## src/rtl/ip_tx_scheduler.sv

```systemverilog
// Two-channel IPv4 transmit scheduler: round-robin grant, sequential header
// checksum, 20-byte header emission, then payload pass-through of the winner.
module ip_tx_scheduler #(
    parameter logic [31:0] SRC_IP   = 32'hC0A8_0001,
    parameter logic [7:0]  IP_TTL   = 8'd64,
    parameter logic [7:0]  IP_PROTO = 8'd17
) (
    input  logic        clk,
    input  logic        rst,
    input  logic        req0,
    input  logic [15:0] len0,
    input  logic [31:0] dst0,
    output logic        gnt0,
    input  logic [7:0]  in0_data,
    input  logic        in0_valid,
    output logic        in0_ready,
    input  logic        req1,
    input  logic [15:0] len1,
    input  logic [31:0] dst1,
    output logic        gnt1,
    input  logic [7:0]  in1_data,
    input  logic        in1_valid,
    output logic        in1_ready,
    output logic [7:0]  m_data,
    output logic        m_valid,
    output logic        m_last,
    input  logic        m_ready,
    output logic        err,
    output logic        busy
);

    typedef enum logic [2:0] {StIdle, StCsum, StFold, StHeader, StData} t_state;

    t_state      r_state, w_state_d;
    logic        r_ptr;      // 0: channel 0 has priority on contention
    logic        r_ch;
    logic [15:0] r_len;
    logic [31:0] r_dst;
    logic [15:0] r_id;
    logic [19:0] r_acc;
    logic [15:0] r_csum;
    logic [4:0]  r_cnt;      // CSUM word index, then HEADER byte index
    logic [15:0] r_rem;
    logic        r_gnt0, r_gnt1, r_err;

    logic        w_arb, w_win1, w_len_bad, w_hs;
    logic [15:0] w_req_len, w_totlen, w_word, w_fold;
    logic [31:0] w_req_dst;
    logic [3:0]  w_widx;
    logic [16:0] w_sum;

    // Arbitration is held off while a grant pulse is on the wire so a held
    // request is not granted twice.
    assign w_arb     = (r_state == StIdle) & (req0 | req1) & ~r_gnt0 & ~r_gnt1;
    assign w_win1    = req1 & (~req0 | r_ptr);
    assign w_req_len = w_win1 ? len1 : len0;
    assign w_req_dst = w_win1 ? dst1 : dst0;
    assign w_len_bad = w_req_len > 16'd65515;
    assign w_totlen  = r_len + 16'd20;

    // Header words double as checksum terms; word 5 is zero while summing.
    assign w_widx = (r_state == StHeader) ? r_cnt[4:1] : r_cnt[3:0];
    assign w_sum  = {1'b0, r_acc[15:0]} + {13'b0, r_acc[19:16]};
    assign w_fold = ~(w_sum[15:0] + {15'b0, w_sum[16]});

    assign gnt0 = r_gnt0;
    assign gnt1 = r_gnt1;
    assign err  = r_err;
    assign busy = (r_state != StIdle);

    // Select the 16-bit header word addressed by the current index.
    always_comb begin
        w_word = 16'h0000;
        case (w_widx)
            4'd0:    w_word = 16'h4500;
            4'd1:    w_word = w_totlen;
            4'd2:    w_word = r_id;
            4'd3:    w_word = 16'h4000;
            4'd4:    w_word = {IP_TTL, IP_PROTO};
            4'd5:    w_word = (r_state == StHeader) ? r_csum : 16'h0000;
            4'd6:    w_word = SRC_IP[31:16];
            4'd7:    w_word = SRC_IP[15:0];
            4'd8:    w_word = r_dst[31:16];
            4'd9:    w_word = r_dst[15:0];
            default: w_word = 16'h0000;
        endcase
    end

    // State register.
    always_ff @(posedge clk) begin
        if (rst) r_state <= StIdle;
        else     r_state <= w_state_d;
    end

    // Next-state and output stream muxing.
    always_comb begin
        w_state_d = r_state;
        m_data    = 8'h00;
        m_valid   = 1'b0;
        m_last    = 1'b0;
        in0_ready = 1'b0;
        in1_ready = 1'b0;
        w_hs      = 1'b0;
        case (r_state)
            StIdle: begin
                if (w_arb && !w_len_bad) w_state_d = StCsum;
            end
            StCsum: begin
                if (r_cnt == 5'd9) w_state_d = StFold;
            end
            StFold: begin
                w_state_d = StHeader;
            end
            StHeader: begin
                m_valid = 1'b1;
                m_data  = r_cnt[0] ? w_word[7:0] : w_word[15:8];
                m_last  = (r_len == 16'd0) && (r_cnt == 5'd19);
                w_hs    = m_ready;
                if (w_hs && r_cnt == 5'd19) w_state_d = (r_len == 16'd0) ? StIdle : StData;
            end
            StData: begin
                m_data    = r_ch ? in1_data : in0_data;
                m_valid   = r_ch ? in1_valid : in0_valid;
                in0_ready = ~r_ch & m_ready;
                in1_ready = r_ch & m_ready;
                m_last    = (r_rem == 16'd1);
                w_hs      = m_valid & m_ready;
                if (w_hs && r_rem == 16'd1) w_state_d = StIdle;
            end
            default: w_state_d = StIdle;
        endcase
    end

    // Request latch, grant pulses, checksum accumulation and byte counters.
    always_ff @(posedge clk) begin
        if (rst) begin
            r_ptr  <= 1'b0;
            r_ch   <= 1'b0;
            r_len  <= 16'h0000;
            r_dst  <= 32'h0;
            r_id   <= 16'h0000;
            r_acc  <= 20'h0;
            r_csum <= 16'h0000;
            r_cnt  <= 5'd0;
            r_rem  <= 16'h0000;
            r_gnt0 <= 1'b0;
            r_gnt1 <= 1'b0;
            r_err  <= 1'b0;
        end else begin
            r_gnt0 <= 1'b0;
            r_gnt1 <= 1'b0;
            r_err  <= 1'b0;
            case (r_state)
                StIdle: begin
                    if (w_arb) begin
                        r_ch   <= w_win1;
                        r_len  <= w_req_len;
                        r_dst  <= w_req_dst;
                        r_gnt0 <= ~w_win1;
                        r_gnt1 <= w_win1;
                        r_err  <= w_len_bad;
                        r_acc  <= 20'h0;
                        r_cnt  <= 5'd0;
                        if (!w_len_bad) r_ptr <= ~w_win1;
                    end
                end
                StCsum: begin
                    r_acc <= r_acc + {4'h0, w_word};
                    r_cnt <= (r_cnt == 5'd9) ? 5'd0 : r_cnt + 5'd1;
                end
                StFold: begin
                    r_csum <= w_fold;
                    r_cnt  <= 5'd0;
                end
                StHeader: begin
                    if (w_hs) begin
                        r_cnt <= r_cnt + 5'd1;
                        if (r_cnt == 5'd19) begin
                            r_rem <= r_len;
                            if (r_len == 16'd0) r_id <= r_id + 16'd1;
                        end
                    end
                end
                StData: begin
                    if (w_hs) begin
                        r_rem <= r_rem - 16'd1;
                        if (r_rem == 16'd1) r_id <= r_id + 16'd1;
                    end
                end
                default: ;
            endcase
        end
    end

endmodule

```

## config.mk

```make
export PLATFORM = sky130hd
export DESIGN_NAME = ip_tx_scheduler
export DESIGN_NICKNAME = d
export VERILOG_FILES = /design/src/rtl/ip_tx_scheduler.sv
export SDC_FILE = /design/constraint.sdc
export NUM_CORES = 1
export LEC_CHECK = 0
export ABC_CLOCK_PERIOD_IN_PS = 4000
export BUFFER_PORTS_ARGS = -buffer_cell sky130_fd_sc_hd__buf_2
export CORE_ASPECT_RATIO = 1.75
export CORE_MARGIN = 2
export CORE_UTILIZATION = 52
export CTS_BUF_LIST = sky130_fd_sc_hd__clkbuf_4 sky130_fd_sc_hd__clkbuf_8 sky130_fd_sc_hd__clkbuf_16
export CTS_CLUSTER_DIAMETER = 150
export CTS_CLUSTER_SIZE = 28
export DETAILED_ROUTE_END_ITERATION = 12
export PLACE_DENSITY = 0.77
export RECOVER_POWER = 50
export SETUP_SLACK_MARGIN = 0.3
export SYNTH_ARGS = -nofsm -noshare
export SYNTH_HDL_FRONTEND = slang
export SYNTH_SLANG_ARGS = --single-unit
```

## constraint.sdc

```tcl
create_clock -name clk -period 4 [get_ports clk]
set_clock_uncertainty 0.1 [all_clocks]
set_input_delay 0.4 -clock clk [delete_from_list [all_inputs] [get_ports clk]]
set_output_delay 0.4 -clock clk [all_outputs]
set_load 0.01 [all_outputs]
```

* Yosys cells after proc, flatten, opt, wreduce, memory -nomap -nowiden
Cells that the tools add are included.
** Word-level totals
- Output and inout port bits :: 16
- Register bits :: 129
** Cells by class
- Reduce and logical (&&, ||, !) cells :: 20
- Bitwise logic cells :: 18
- $lt $le $gt $ge :: 1
- Equal/unequal tests :: 26
- $add $sub $neg :: 7
- Muxes and demuxes :: 36
** Operators with widths (count)
- 16-bit two-way mux :: 10
- 16-bit case mux with 10 select lines :: 1
- 16-bit case mux with 2 select lines :: 2
- 20-bit case mux with 2 select lines :: 1
- 32-bit two-way mux :: 1
- 20-bit by 16-bit adder with 20-bit output :: 1
- 20-bit two-way mux :: 1
- 5-bit case mux with 4 select lines :: 1
- 16-bit by 4-bit adder with 17-bit output :: 1
- 16-bit by 1-bit adder with 16-bit output :: 1
- 16-bit by 1-bit adder with 16-bit output (second input constant) :: 1
- 16-bit by 5-bit adder with 16-bit output (second input constant) :: 1
- 16-bit by 1-bit equality test with 1-bit output (second input constant) :: 1
- 4-bit by 3-bit equality test with 1-bit output (second input constant) :: 4
- 16-bit greater-than comparator (second input constant) :: 1
- 16-bit zero test :: 1
- 8-bit two-way mux :: 2
- 16-bit inverter :: 1
- 8-bit case mux with 2 select lines :: 1
- 16-bit by 1-bit subtractor with 16-bit output (second input constant) :: 1
- 3-bit two-way mux :: 5
- 5-bit two-way mux :: 3
- 3-bit case mux with 5 select lines :: 1
- 2-bit inequality test (second input constant) :: 6
- other kinds (28) :: 59

* Longest topological paths before layout
Gate-level depths: netlist (run 1).
- Word-level depth :: 9
- Mapped depth :: 22
- Mapped depth without buffers :: 20

* Worst setup path before layout (run 1)
OpenSTA, ideal clock, no wires.
- Kind :: register to register
- Start :: register r_state[0]
- End :: register r_acc[18]
- Data required time :: 3.777 ns
- Setup slack :: -0.166 ns
- Buffers on the path :: 2
- Stages on the path, launching flop included :: 23
- Period minus slack after synthesis :: 4.166 ns
- Data arrival time :: 3.943 ns
- Cells stage by stage :: dfxtp_1 > buf_6 > and4bb_1 > buf_6 > a21oi_1 > nor2_2 > and2_0 > a221o_1 > a21oi_1 > o21ai_0 > ha_1 > inv_1 > fa_1 > nor2b_1 > o21ai_0 > nand2b_1 > a31oi_1 > a221o_1 > a31oi_2 > nand4_1 > a31oi_1 > nand3_1 > mux2_1
** Between the ends
- Word-level cells in the longest chain between the ends :: 6
- Elaborated cells between the ends (all ways) :: 24
** Ends and longest elaborated chain
- start: declaration :: RTL line 34 : t_state r_state, w_state_d;
- start signal: assignment :: RTL line 91 : if (rst) r_state <= StIdle;
- start signal: assignment :: RTL line 92 : else r_state <= w_state_d;
- 3-bit by 2-bit equality test with 1-bit output or 3-bit zero test (tied branches)
- 4-bit two-way mux or 1-bit bitwise AND (tied branches) :: RTL line 62, 54
- 4-bit equality test, or another cell as far along :: RTL line 74 : case (w_widx)
- 16-bit case mux with 10 select lines or 1-bit bitwise AND (tied branches) :: RTL line 74, 54
- 20-bit by 16-bit adder with 20-bit output or 2-bit inequality test (tied branches)
- 20-bit case mux with 2 select lines or 2-bit AND reduction (tied branches)
- end signal: assignment :: RTL line 168 : r_acc <= r_acc + {4'h0, w_word};
- end: declaration :: RTL line 40 : logic [19:0] r_acc;
Parallel ways exist; a longest one is shown, timed or not.
A chain may end at the register's enable or synchronous reset.

* Worst setup path after layout (run 1)
- Start :: register r_state[2]
- End :: register r_acc[14]
The elaborated chain is that of the path after synthesis.

==> results of run 1 <==
-- area by class of cell --
type / count / area [um2] / area share [%]
clock buffer: 18 / 432.9 / 4.081
clock inverter: 14 / 142.6 / 1.345
inverter: 31 / 116.4 / 1.097
multi-input combinational: 836 / 5759 / 54.29
sequential: 129 / 2601 / 24.52
tap: 189 / 236.5 / 2.229
timing repair buffer: 218 / 1320 / 12.44
-- worst paths after layout --
check	slack, ns	cells past startpoint	end
setup / recovery	0.02	20	r_acc[14]
setup reg to reg	0.02	20	r_acc[14]
hold reg to reg	0.36	2	r_csum[6]
hold / removal	0.20	3	r_dst[27]
-- where the power goes --
group / internal (uW) / total (uW) / switching, uW
registers: 1620 / 2030 / 414
logic: 918 / 2320 / 1410
clock network: 880 / 1540 / 655
total: 3410 / 5890 / 2470
-- flip-flops by register name, summed over array words and instances, names as in the netlist --
name,cells
r_dst,32
r_acc,20
r_csum,16
r_id,16
r_len,16
r_rem,16
r_cnt,5
r_state,3
err,1
gnt0,1
gnt1,1
r_ch,1
r_ptr,1
-- stage by stage --
stage | setup slack [ns] | hold slack [ns] | utilization (%) | instances | TNS [ns]
floorplan | 0.02701 | 0.3312 | - | 1068 | 0
global placement | 0.007852 | 0.3413 | 60.41 | 1387 | 0
detailed placement | -0.08868 | 0.3505 | 60.41 | 1387 | -0.2561
CTS | 0.1049 | 0.2067 | 65.40 | 1430 | 0
global route | -0.1580 | 0.2063 | 66.51 | 1435 | -0.7082
finish | 0.02013 | 0.1982 | 66.51 | 1435 | 0
-- logic make-up (layout without fill, tap and decap cells) --
group	after synthesis	after routing	synth area share (%)
xor+xnor	57	57	5.889
simple gates	384	384	21.93
mux	73	73	8.738
fa+ha+maj	31	31	4.708
flops	129	129	30.46
buf+inv	103	281	5.033
compound gates	291	291	23.23
-- worst register-to-register path, cell delays in order, from the launching register on --
cell,delay (ns)
sky130_fd_sc_hd__dfxtp_2,0.32
sky130_fd_sc_hd__nand3b_4,0.21
sky130_fd_sc_hd__mux2_4,0.34
sky130_fd_sc_hd__a32o_1,0.23
sky130_fd_sc_hd__a221o_1,0.29
sky130_fd_sc_hd__a21oi_2,0.18
sky130_fd_sc_hd__o21ai_2,0.09
sky130_fd_sc_hd__ha_2,0.20
sky130_fd_sc_hd__inv_2,0.06
sky130_fd_sc_hd__fa_2,0.19
sky130_fd_sc_hd__nor2b_1,0.05
sky130_fd_sc_hd__o21ai_1,0.11
sky130_fd_sc_hd__nand2b_1,0.10
sky130_fd_sc_hd__a31oi_1,0.17
sky130_fd_sc_hd__a221o_1,0.23
sky130_fd_sc_hd__a31oi_2,0.12
sky130_fd_sc_hd__buf_4,0.16
sky130_fd_sc_hd__a311o_1,0.33
sky130_fd_sc_hd__a21oi_2,0.15
sky130_fd_sc_hd__xor2_1,0.16
sky130_fd_sc_hd__o21ai_1,0.07
-- what timing repair did --
action | CTS | global route
buffers inserted | 11 | 5
setup endpoints to repair | 12 | 14
pin swaps | 30 | 29
resized for setup | 42 | 37
-- cells in the mapped netlist (all sizes together) (5+ instances only) --
master | n | area (um2)
a22o | 7 | 61.31
xnor2 | 29 | 254.0
nand2b | 6 | 37.54
clkbuf | 57 | 214.0
nor4 | 10 | 62.56
or3 | 6 | 37.54
ha | 27 | 337.8
a22oi | 14 | 105.1
a221oi | 10 | 87.58
nor2b | 9 | 56.30
nor3b | 11 | 82.58
nand3 | 31 | 155.2
and2 | 11 | 68.81
nand4 | 16 | 100.1
a31oi | 10 | 68.81
o21ai | 60 | 300.3
a21oi | 56 | 280.3
inv | 31 | 116.4
xor2 | 28 | 245.2
a32o | 5 | 50.05
nor2 | 138 | 520.5
dfxtp | 129 | 2582
and3 | 15 | 93.84
buf | 15 | 96.33
a21o | 12 | 90.09
o22ai | 14 | 87.58
mux2 | 8 | 90.08
nor3 | 19 | 100.1
o21a | 5 | 37.54
o211ai | 5 | 37.54
nand2 | 89 | 334.1
mux2i | 65 | 650.6
a211oi | 65 | 493.0
-- metal layers --
| metal | up-vias | part of all wire [%] | GRT usage [%] |
|---|---|---|---|
| li1 | 4241 | - | - |
| met1 | 4217 | 35 | 33.27 |
| met2 | 356 | 51 | 57.41 |
| met3 | 135 | 4.6 | 5.335 |
| met4 | 0 | 8.6 | 25.51 |
| met5 | - | 0 | 0 |
==> results_tabular.tex, run 1 <==
\begin{tabular}{lr}
\hline
Metric & Value \\
\hline
\multicolumn{2}{l}{\textbf{Clock tree}} \\
Clock-pin slew of the registers on the worst-case setup and hold paths & roughly 0.06 ns \\
Latest clock arrival within the worst-skew pair & 0.43 ns \\
CTS buffer count & 17 \\
Clock tree root driver cell & sky130\_fd\_sc\_hd\_\_clkbuf\_16 \\
Buffer levels on the longest clock path & 2 \\
Cts-stage hold buffer count & 0 \\
Sink Count & 129 \\
CTS tree & done \\
Count of H-tree levels built during CTS & 4 \\
\multicolumn{2}{l}{\textbf{Drt}} \\
Number of iterations in the first detailed-routing pass & 6 \\
Number of vias after detailed routing & slightly below 9000 \\
Number of remaining DRC errors & 0 \\
Number of DRC markers after the initial detailed-route iteration & about 540 \\
Average wire per cell in the routed design & 20.05 um \\
Average via count per standard cell & $\sim$6.2 \\
Number of routed nets with antenna violations & 0 \\
Final WL & between 20000 and 30000 um \\
\multicolumn{2}{l}{\textbf{Place}} \\
Instance area after placement & 0.009637 mm2 \\
Count of buffers inserted at the top-level ports & 134 \\
Weighted congestion at the end of routability-driven global placement & around 1 \\
Post-DP HPWL & between 20000 and 25000 um \\
\multicolumn{2}{l}{\textbf{Global routing}} \\
Total track usage & 32.64\% \\
Antenna violations before repair & 0 \\
Residual overflow from global routing & 0 \\
Via count of the first global-routing pass & 8729 \\
Global-route wire length before repair & 44270 um \\
Largest net degree at the start of global routing & 73 \\
\multicolumn{2}{l}{\textbf{Logic synthesis}} \\
Post-Synthesis Cell Area & 0.008477 mm2 \\
Async S/R FF share, synth & 0\% \\
Syn avg cell area & between 7 and 8 um2 \\
Yosys warns & 0 \\
Synthesized Nets & roughly 1200 \\
Sequential share of the synthesized area & 30.46\% \\
EDFF count, synth & 0 \\
Synthesis-stage register bit count & 129 \\
Count of different cell masters after synthesis & 76 \\
Most used DFF post-synth & sky130\_fd\_sc\_hd\_\_dfxtp\_1 \\
Number of instances in the synthesized netlist & 1068 \\
\multicolumn{2}{l}{\textbf{Setup path}} \\
Cell type of the slowest stage on the worst timing path & sky130\_fd\_sc\_hd\_\_mux2\_4 \\
CP max FO & 7 \\
Nature of the critical path endpoint & register \\
Critical path cell sequence & nand3b\_4 -> mux2\_4 -> a32o\_1 -> a221o\_1 -> a21oi\_2 -> o21ai\_2 -> ha\_2 -> inv\_2 -> fa\_2 -> nor2b\_1 -> o21ai\_1 -> nand2b\_1 -> a31oi\_1 -> a221o\_1 -> a31oi\_2 -> buf\_4 -> a311o\_1 -> a21oi\_2 -> xor2\_1 -> o21ai\_1 \\
Start of the worst register-to-register path & r\_state[2] \\
Launch point of the worst path & r\_state[2] \\
Top Family by Delay on Critical Path & compound AO/OA/AOI/OAI gates \\
Critical Path RT & between 4 and 5 ns \\
Maximum single-stage delay on the critical path & between 0.3 and 0.4 ns \\
Critical path start-end classification & reg2reg \\
CP bufs+invs & 2 \\
Arrival time of the worst setup path & $\sim$4.2 ns \\
Startpoint types & register \\
\multicolumn{2}{l}{\textbf{Floorplan}} \\
Die Wd & 100.5 um \\
Total I/O pin count & 135 \\
Number of cell rows & 61 \\
Initial core utilization & 53.14\% \\
Vertical die dimension & 172.9 um \\
Area enclosed by the die boundary & about 0.017 mm2 \\
Total core area & around 0.016 mm2 \\
\multicolumn{2}{l}{\textbf{Run status}} \\
Result of the run & finished, violations left \\
Violated checks & max-capacitance violations, max-slew violations \\
\multicolumn{2}{l}{\textbf{Finish}} \\
Commonest cells after routing, fill and taps aside & 135 x sky130\_fd\_sc\_hd\_\_nor2\_1, 128 x sky130\_fd\_sc\_hd\_\_buf\_2, 120 x sky130\_fd\_sc\_hd\_\_dfxtp\_1 \\
Number of filler cells placed in the layout & 1316 \\
Layout cells sized above 1 & 25.52\% \\
Cell area after layout & between 0.01 and 0.015 mm2 \\
Net count reported at finish & 1381 \\
Most frequent standard cell in the layout excluding fill and tap cells & sky130\_fd\_sc\_hd\_\_nor2\_1 \\
Synth-to-layout area growth & 25.15\% \\
Number of antenna cells inserted & 0 \\
\multicolumn{2}{l}{\textbf{Worst hold path}} \\
Path class of the lowest-slack min-delay path & in2reg \\
Start point of the worst hold path & dst1[27] \\
\multicolumn{2}{l}{\textbf{Power and ir drop}} \\
Maximum ir drop on the vdd rail & 0.2784 mV \\
PD cells & 555.0 mW/mm2 \\
Design Power & between 5000 and 6000 uW \\
Leakage dissipation & between 0.004 and 0.005 uW \\
\multicolumn{2}{l}{\textbf{Timing}} \\
Final Setup Violations & 0 \\
Timing-limited maximum frequency & 0.2513 GHz \\
Worst rel slew slack & -5.018\% \\
Hold violation total from the final report & 0 \\
Min Clock Period, post-route & 3.980 ns \\
Unrepaired setup endpoints after global routing & true \\
Total count of max-transition violations in the final report & 50 \\
Worst Tran Pin Value & 1.569 ns \\
Crit share post-route & 99.50\% \\
\multicolumn{2}{l}{\textbf{Job}} \\
Count of max-cap constraint violations & 2 \\
\hline
\end{tabular}
No activity file was read; power rests on OpenSTA's default activity.
==> inputs of run 2 (changes only) <==
--- a/config.mk
+++ b/config.mk
@@ -5,7 +5,6 @@
 export SDC_FILE = /design/constraint.sdc
 export NUM_CORES = 1
 export LEC_CHECK = 0
-export ABC_CLOCK_PERIOD_IN_PS = 4000
 export BUFFER_PORTS_ARGS = -buffer_cell sky130_fd_sc_hd__buf_2
 export CORE_ASPECT_RATIO = 1.75
 export CORE_MARGIN = 2
@@ -15,7 +14,8 @@
 export CTS_CLUSTER_SIZE = 28
 export DETAILED_ROUTE_END_ITERATION = 12
 export PLACE_DENSITY = 0.77
-export RECOVER_POWER = 50
+export RECOVER_POWER = 25
+export REMOVE_ABC_BUFFERS = 1
 export SETUP_SLACK_MARGIN = 0.3
 export SYNTH_ARGS = -nofsm -noshare
 export SYNTH_HDL_FRONTEND = slang
==> run 2 against run 1 <==
Compared with the run above:
- the flow finishes with violations (max-capacitance violations, max-slew violations, negative setup slack)
- non-clock buffer count up 19
- setup slack worse by 0.041 ns
- via count rose by 0.75%
- critical path depth fell by 1
- clock-buffer cell count down 1
- critical endpoint is now r_acc[18]
==> results_tabular.tex, run 2 (synthesized netlist as in run 1, its figures left out) <==
\begin{tabular}{lr}
\hline
Metric & Value \\
\hline
\multicolumn{2}{l}{\textbf{Run status}} \\
Result of the run & finished, violations left \\
Violated checks & max-capacitance violations, max-slew violations, negative setup slack \\
\multicolumn{2}{l}{\textbf{Worst hold path}} \\
WHS Endpoint & r\_dst[28] \\
Hold Path Cell Cnt & 3 \\
Path class of the lowest-slack min-delay path & in2reg \\
Start point of the worst hold path & dst1[28] \\
\multicolumn{2}{l}{\textbf{Place}} \\
Count of buffers inserted at the top-level ports & 134 \\
Post-DP HPWL & 20980 um \\
Weighted congestion at the end of routability-driven global placement & 0.9736 \\
\multicolumn{2}{l}{\textbf{Global routing}} \\
Grt met2 use & 59.31\% \\
Global-route wire length before repair & between 40000 and 50000 um \\
Residual overflow from global routing & 0 \\
Total track usage & 32.61\% \\
Met1 demand-to-capacity share in global routing & 33.54\% \\
Via count of the first global-routing pass & 8782 \\
Antenna violations before repair & 0 \\
Largest net degree at the start of global routing & 74 \\
Fraction of met3 tracks used by global routing & under 10\% \\
Busiest layer in global routing & met2 \\
\multicolumn{2}{l}{\textbf{Setup path}} \\
CP max FO & 7 \\
Nature of the critical path endpoint & register \\
Arrival time of the worst setup path & $\sim$4.2 ns \\
Depth of the most critical reg-to-reg path & 19 \\
Critical path cell sequence & buf\_4 -> nor4b\_2 -> mux2\_4 -> a221o\_1 -> a21oi\_1 -> o21ai\_1 -> ha\_2 -> inv\_2 -> fa\_2 -> nor2b\_1 -> o21ai\_1 -> nand2b\_1 -> inv\_1 -> a221o\_1 -> a31oi\_2 -> nand4\_1 -> a31oi\_4 -> nand3\_2 -> mux2\_4 \\
Startpoint types & register \\
Critical path start-end classification & reg2reg \\
Start of the worst register-to-register path & r\_cnt[3] \\
Critical Path RT & 4.22 ns \\
Reg-to-reg critical path endpoint & r\_acc[18] \\
Cell type of the slowest stage on the worst timing path & sky130\_fd\_sc\_hd\_\_dfxtp\_4 \\
Setup slack of the worst register-to-register path & -0.02 ns \\
Maximum single-stage delay on the critical path & 0.38 ns \\
\multicolumn{2}{l}{\textbf{Clock tree}} \\
Latest clock arrival within the worst-skew pair & 0.43 ns \\
Buffer levels on the longest clock path & 2 \\
Clock tree root driver cell & sky130\_fd\_sc\_hd\_\_clkbuf\_16 \\
Sink Count & 129 \\
Clock-pin slew of the registers on the worst-case setup and hold paths & roughly 0.070 ns \\
Count of H-tree levels built during CTS & 4 \\
CTS buffer count & 17 \\
CTS tree & done \\
\multicolumn{2}{l}{\textbf{Drt}} \\
Number of routed nets with antenna violations & 0 \\
Number of vias after detailed routing & 9016 \\
Number of remaining DRC errors & 0 \\
Average via count per standard cell & 6.205 \\
Number of iterations in the first detailed-routing pass & 6 \\
Number of DRC markers after the initial detailed-route iteration & 599 \\
Average wire per cell in the routed design & 19.84 um \\
Final WL & 28830 um \\
\multicolumn{2}{l}{\textbf{Timing}} \\
Crit share post-route & 100.5\% \\
Worst Tran Pin Value & 1.959 ns \\
Total negative setup slack & -0.02056 ns \\
Hold violation total from the final report & 0 \\
Min Clock Period, post-route & 4.021 ns \\
Timing-limited maximum frequency & around 0.25 GHz \\
Worst rel slew slack & -31.06\% \\
Total count of max-transition violations in the final report & 29 \\
Hold\_ws & 0.2004 ns \\
Post-route worst setup slack & -0.02056 ns \\
Unrepaired setup endpoints after global routing & true \\
Final Setup Violations & 1 \\
\multicolumn{2}{l}{\textbf{Finish}} \\
Number of antenna cells inserted & 0 \\
Net count reported at finish & 1400 \\
Number of flip-flops in the largest register & 32 \\
Commonest cells after routing, fill and taps aside & 135 x sky130\_fd\_sc\_hd\_\_nor2\_1, 128 x sky130\_fd\_sc\_hd\_\_buf\_2, 121 x sky130\_fd\_sc\_hd\_\_dfxtp\_1 \\
Layout cells sized above 1 & 27.06\% \\
Register ranked first by flip-flop count & r\_dst \\
Synth-to-layout area growth & 28.12\% \\
Core utilization of the finished layout & 68.08\% \\
Most frequent standard cell in the layout excluding fill and tap cells & sky130\_fd\_sc\_hd\_\_nor2\_1 \\
Leading registers by flop count & r\_dst x32, r\_acc x20 \\
\multicolumn{2}{l}{\textbf{Power and ir drop}} \\
Maximum ir drop on the vdd rail & around 0.40 mV \\
Leakage dissipation & about 0.0047 uW \\
PD cells & between 500 and 600 mW/mm2 \\
Design Power & a little over 6000 uW \\
\multicolumn{2}{l}{\textbf{Floorplan}} \\
Die Wd & approximately 100 um \\
Total core area & about 0.016 mm2 \\
Vertical die dimension & 172.9 um \\
Number of cell rows & 61 \\
Area enclosed by the die boundary & approximately 0.017 mm2 \\
Total I/O pin count & 135 \\
Initial core utilization & 53.14\% \\
\multicolumn{2}{l}{\textbf{Job}} \\
Count of max-cap constraint violations & 1 \\
\hline
\end{tabular}
==> run 2: cell count changes in the layout (fill, tap and decap cells not counted), moves of 3 or more <==
cell	delta
sky130_fd_sc_hd__a21oi_1	-4
sky130_fd_sc_hd__buf_6	+3
sky130_fd_sc_hd__buf_4	+13
sky130_fd_sc_hd__a21oi_2	+5
==> run 2: through the flow <==
| stage | area [um2] | setup slack [ns] | std cells |
|---|---|---|---|
| 6_report | 10860 | -0.02056 | 1453 |
| 4_1_cts | 10640 | 0.1009 | 1447 |
| 3_3_place_gp | 9708 | -0.06703 | 1399 |
| 3_5_place_dp | 9708 | -0.1892 | 1399 |
| 2_1_floorplan | 8167 | -2.953 | 996 |
| 5_1_grt | 10860 | -0.1961 | 1453 |
==> run 2: area by class of cell <==
cell class	count	area (um2)
Multi-Input combinational cell	836	5809
Fill cell	1327	5091
Sequential cell	129	2603
Timing Repair Buffer	237	1479
Clock buffer	17	425.4
Tap cell	189	236.5
Clock inverter	14	191.4
Inverter	31	116.4
==> run 2: per-layer routing <==
layer,part of all wire [%],vias to the layer above
met4,7.8,0
met1,35,4254
met5,0,-
li1,-,4277
met3,4.2,143
met2,53,342
==> run 2: how the worst max path moves through the flow <==
stage / slack, ns / start / endpoint
CTS: 0.10 / r_state[2] / r_acc[18]
floorplan: -2.95 / req0 / r_ptr
detailed placement: -0.19 / r_state[1] / r_acc[18]
global route: -0.20 / r_state[2] / r_acc[14]
finish: -0.02 / r_cnt[3] / r_acc[18]
global placement: -0.07 / r_cnt[2] / r_acc[18]
==> run 2: report_power, final <==
part | switching (uW) | internal [uW] | total [uW]
clock | 672 | 1000 | 1670
combinational | 1430 | 970 | 2400
sequential | 389 | 1620 | 2000
total | 2500 | 3590 | 6080
==> run 2: what timing repair did <==
action,4_1_cts,5_1_grt
gates resized for setup,57,49
buffers inserted,17,6
endpoints found under the setup margin,14,24
pin swaps,21,21
hold buffers,0,0
==> run 2: critical path, delay by kind of cell (launching register included) <==
family	cells	cell delay (ns)
compound gates	7	1.24
simple gates	5	0.80
fa+ha+maj	2	0.60
mux	2	0.53
flops	1	0.38
buf+inv	3	0.26
